File: config.mk
export PLATFORM = sky130hd
export DESIGN_NAME = instr_field_splitter_flat
export DESIGN_NICKNAME = d
export VERILOG_FILES = /design/src/rtl/instr_field_splitter_if.sv /design/src/rtl/instr_field_splitter.sv /design/src/flat_wrapper.sv
export SDC_FILE = /design/constraint.sdc
export NUM_CORES = 1
export LEC_CHECK = 0
export ABC_AREA = 0
export ABC_CLOCK_PERIOD_IN_PS = 900
export CELL_PAD_IN_SITES_DETAIL_PLACEMENT = 1
export CELL_PAD_IN_SITES_GLOBAL_PLACEMENT = 1
export CORE_ASPECT_RATIO = 1.5
export CORE_MARGIN = 2
export CORE_UTILIZATION = 20
export CTS_CLUSTER_DIAMETER = 30
export DETAILED_ROUTE_END_ITERATION = 10
export PLACE_DENSITY = 0.75
export SLEW_MARGIN = 10
export SYNTH_ARGS = -nofsm -noshare
export SYNTH_HDL_FRONTEND = slang
export SYNTH_SLANG_ARGS = --single-unit
File: constraint.sdc
create_clock -name clk -period 0.9 [get_ports clk]
set_input_delay 0.18 -clock clk [delete_from_list [all_inputs] [get_ports clk]]
set_output_delay 0.18 -clock clk [all_outputs]
set_load 0.02 [all_outputs]
File: src/rtl/instr_field_splitter_if.sv
// Instruction capture and split-field bus.
// The master drives a word in; the slave presents registered fields.
interface instr_field_splitter_if;
  logic        in_valid;
  logic [31:0] instruction;
  logic        out_valid;
  logic [5:0]  opc;
  logic [4:0]  rs;
  logic [4:0]  rt;
  logic [4:0]  rd;
  logic [4:0]  sa;
  logic [5:0]  fun;
  logic [15:0] imm;
  logic [25:0] iindex;
  logic [31:0] imm_sext;
  logic [31:0] imm_zext;
  logic        is_rtype;
  logic        is_jtype;

  modport master (
    output in_valid, instruction,
    input  out_valid, opc, rs, rt, rd, sa, fun,
    input  imm, iindex, imm_sext, imm_zext,
    input  is_rtype, is_jtype
  );

  modport slave (
    input  in_valid, instruction,
    output out_valid, opc, rs, rt, rd, sa, fun,
    output imm, iindex, imm_sext, imm_zext,
    output is_rtype, is_jtype
  );
endinterface

File: src/rtl/instr_field_splitter.sv
// Registered MIPS instruction field extractor.
// Every field is sliced from the same captured word, no format masking.
module instr_field_splitter (
  input logic                  clk,
  input logic                  rst,
  instr_field_splitter_if.slave bus
);

  logic [31:0] w;
  logic [5:0]  w_opc;
  logic        w_rtype;
  logic        w_jtype;

  assign w = bus.instruction;
  assign w_opc = w[31:26];

  // Format flags from the incoming opcode, registered with the fields.
  always_comb begin
    w_rtype = (w_opc == 6'b000000);
    w_jtype = (w_opc[5:1] == 5'b00001);
  end

  // out_valid follows in_valid every cycle; reset wins.
  always_ff @(posedge clk) begin
    if (rst) begin
      bus.out_valid <= 1'b0;
    end else begin
      bus.out_valid <= bus.in_valid;
    end
  end

  // Field registers load on in_valid and otherwise hold.
  always_ff @(posedge clk) begin
    if (rst) begin
      bus.opc      <= '0;
      bus.rs       <= '0;
      bus.rt       <= '0;
      bus.rd       <= '0;
      bus.sa       <= '0;
      bus.fun      <= '0;
      bus.imm      <= '0;
      bus.iindex   <= '0;
      bus.imm_sext <= '0;
      bus.imm_zext <= '0;
      bus.is_rtype <= 1'b0;
      bus.is_jtype <= 1'b0;
    end else if (bus.in_valid) begin
      bus.opc      <= w_opc;
      bus.rs       <= w[25:21];
      bus.rt       <= w[20:16];
      bus.rd       <= w[15:11];
      bus.sa       <= w[10:6];
      bus.fun      <= w[5:0];
      bus.imm      <= w[15:0];
      bus.iindex   <= w[25:0];
      bus.imm_sext <= {{16{w[15]}}, w[15:0]};
      bus.imm_zext <= {16'h0000, w[15:0]};
      bus.is_rtype <= w_rtype;
      bus.is_jtype <= w_jtype;
    end
  end

endmodule

File: src/flat_wrapper.sv
// flat-port wrapper written by rule: the top's interface ports become plain ports
module instr_field_splitter_flat 
  (clk, rst, bus_in_valid, bus_instruction, bus_out_valid, bus_opc, bus_rs, bus_rt, bus_rd, bus_sa, bus_fun, bus_imm, bus_iindex, bus_imm_sext, bus_imm_zext, bus_is_rtype, bus_is_jtype);
  instr_field_splitter_if bus_i ();
  input logic clk;
  input logic rst;
  input wire logic [$bits(bus_i.in_valid)-1:0] bus_in_valid;
  input wire logic [$bits(bus_i.instruction)-1:0] bus_instruction;
  output wire logic [$bits(bus_i.out_valid)-1:0] bus_out_valid;
  output wire logic [$bits(bus_i.opc)-1:0] bus_opc;
  output wire logic [$bits(bus_i.rs)-1:0] bus_rs;
  output wire logic [$bits(bus_i.rt)-1:0] bus_rt;
  output wire logic [$bits(bus_i.rd)-1:0] bus_rd;
  output wire logic [$bits(bus_i.sa)-1:0] bus_sa;
  output wire logic [$bits(bus_i.fun)-1:0] bus_fun;
  output wire logic [$bits(bus_i.imm)-1:0] bus_imm;
  output wire logic [$bits(bus_i.iindex)-1:0] bus_iindex;
  output wire logic [$bits(bus_i.imm_sext)-1:0] bus_imm_sext;
  output wire logic [$bits(bus_i.imm_zext)-1:0] bus_imm_zext;
  output wire logic [$bits(bus_i.is_rtype)-1:0] bus_is_rtype;
  output wire logic [$bits(bus_i.is_jtype)-1:0] bus_is_jtype;
  assign bus_i.in_valid = bus_in_valid;
  assign bus_i.instruction = bus_instruction;
  assign bus_out_valid = bus_i.out_valid;
  assign bus_opc = bus_i.opc;
  assign bus_rs = bus_i.rs;
  assign bus_rt = bus_i.rt;
  assign bus_rd = bus_i.rd;
  assign bus_sa = bus_i.sa;
  assign bus_fun = bus_i.fun;
  assign bus_imm = bus_i.imm;
  assign bus_iindex = bus_i.iindex;
  assign bus_imm_sext = bus_i.imm_sext;
  assign bus_imm_zext = bus_i.imm_zext;
  assign bus_is_rtype = bus_i.is_rtype;
  assign bus_is_jtype = bus_i.is_jtype;
  instr_field_splitter u_core (.clk(clk), .rst(rst), .bus(bus_i));
endmodule
==> flow_metrics.tcl <==
set metrics [dict create \
    worstSetupEndpointType "primary output" \
    drc_errors 0 \
    slew_violations 0 \
    grt_pass1_wl_mm 8.34 \
    ys_ff_latch 35 \
    core.rowCount 45 \
    multi_input_area_um2 563 \
    firstDrtPassIters 4 \
    fin_ws_ns -0.212 \
    stdcell_count 440 \
    dieArea_um2 11300 \
    die_x_um 87.4 \
    final_core_util 0.369 \
    grt_overflow 0 \
    clk_latency_ns 0.27 \
    cts.clk_slew.worst_paths_ns 0.05 \
    rsz0062_at_grt "true" \
    seqCellArea_um2 795 \
    synth_area_um2 2090 \
    fp.coreArea_um2 10100 \
    grt_max_degree 16 \
    fillers 1123 \
    portBuffers 159 \
    min_period_ns 1.11 \
    dpl.cell_count 410 \
    netlist_instances 220 \
    syn_area_per_cell_um2 9.48 \
    hpwl_mm 4.36 \
    totalPowerFinal_mw 5.11 \
    cp.arrival_ns 0.93 \
    required_ns 0.72 \
    finalHoldViolCount 0 \
    finalCritPeriodShare 1.24 \
    htreeDepth 2 \
    crit_type "flip-flop to primary output" \
    p_leak_nw 1.80 \
    cp-start-kind "flip-flop" \
    start_util 0.206 \
    vias 1649 \
    cap_viol_max_count 0 \
    synth_cell_types 11 \
    yosys_warnings 0 \
    grtUsageTotal 0.0972 \
    first_iter_violations 19 \
    root_buffer "clkbuf_16" \
    routed_via_density 3.75 \
    setup_tns_ns -11.68 \
    synth-seq-area-share 0.336 \
    n_antenna_cell 0 \
    routed_wl_mm 6.03 \
    clock-skew-final_ns 0 \
    cts_tree "yes" \
    worstHoldPathType "input port to flip-flop" \
    antenna_found_initial 0 \
    status "complete, but fails checks" \
    clock-sinks 35 \
    clockBufferDepth 2 \
    ios 176 \
    wl_per_cell_um 13.7 \
    violations "negative setup slack" \
    cts_hold_buffers 0 \
    finalSetupViolations 122 \
    cts_buffers 5 \
    path_max_fanout 6 \
    syn_to_final_growth_pct 79.2 \
    drive_above_1_share 0.632 \
    die_h_um 129 \
    p_per_area_nw_per_um2 1370 \
    fin_nets 357 \
    fmax_mhz 899 \
    drtAntennaViolNets 0 \
    gp_congestion 0.712 \
    grt_pass1_vias 1623 \
    irDropWorstVdd_uv 662 \
]
## routing by layer
layer,wire [um],vias to the layer above,global-route usage
met3,541,5,0.0293
met4,93,0,0.0380
met5,0,-,0
met1,1830,767,0.0884
met2,3570,101,0.193
li1,-,776,-
## worst max-delay path: stages (launching register included)
cell and delay, ns:
dfxtp_4 0.39, buf_6 0.13, buf_4 0.14
## sequential cells by signal, indices dropped and copies added, names as in the netlist
| name | flops |
|---|---|
| u_core.bus.imm_sext | 15 |
| u_core.bus.iindex | 11 |
| u_core.bus.opc | 6 |
| u_core.bus.is_jtype | 1 |
| u_core.bus.is_rtype | 1 |
| u_core.bus.out_valid | 1 |
## repair_timing
| action | in CTS | in global routing |
|---|---|---|
| gates cloned | 1 | 0 |
| pin swaps | 2 | 0 |
| gates resized for setup | 801 | 25 |
| setup buffers | 21 | 0 |
| endpoints found under the setup margin | 159 | 125 |
## cell type report
| cell class | count | area share |
|---|---|---|
| clock buffer | 7 | 0.0355 |
| clock inverter | 1 | 0.00134 |
| multi-input combinational | 86 | 0.151 |
| sequential | 35 | 0.213 |
| tap | 117 | 0.0392 |
| timing repair buffer | 194 | 0.561 |
## cells in the mapped netlist
library cell    n  area (um^2)
a32o_1          2         20.0
buf_12          3         60.1
buf_2           4         20.0
buf_4         106          796
buf_6           1         11.3
conb_1          1         3.75
dfxtp_1        35          701
mux2i_1        32          320
nor2_1         34          128
nor2b_4         1         13.8
nor4_2          1         12.5
## report_power, final
| group | leakage [nW] | switching, mW | total (mW) | internal [mW] |
|---|---|---|---|---|
| sequential | 0.307 | 0.141 | 1.77 | 1.63 |
| combinational | 1.43 | 0.797 | 1.73 | 0.929 |
| clock | 0.0679 | 0.596 | 1.62 | 1.02 |
| total | 1.80 | 1.53 | 5.11 | 3.58 |
## final timing paths
check	from	end	slack, ns	cells past startpoint
worst max-delay path	u_core.bus.iindex[15]	bus_imm_sext[23]	-0.21	2
worst min-delay path	bus_in_valid	u_core.bus.out_valid	0.37	3
worst max register to register	u_core.bus.iindex[15]	u_core.bus.iindex[15]	0.07	3
worst min register to register	u_core.bus.is_jtype	u_core.bus.is_jtype	0.48	1
## metrics by stage
step	area (um^2)	hold slack, ns	setup slack [ns]
final	3740	0.367	-0.212
after global routing	3740	0.368	-0.250
after CTS	3650	0.356	-0.214
after detailed placement	3110	0.473	-0.447
after global placement	3110	0.470	-0.407
after floorplan	2150	0.326	0.0405
## placed cells by master (no fill, tap or decap), drive strengths merged
master,n
nor2,34
clkbuf,7
conb,16
nor2b,1
nor4,1
buf,161
mux2i,32
clkdlybuf4s50,29
a32o,2
dlygate4sd2,4
clkinv,1
dfxtp,35
## cells by family after synthesis
group,Yosys count,synth area share
simple gates,36,0.0738
compound gates,2,0.00960
mux,32,0.154
flops,35,0.336
buf+inv,114,0.425
other cells,1,0.00180
Power figures use the tool's default switching activity.
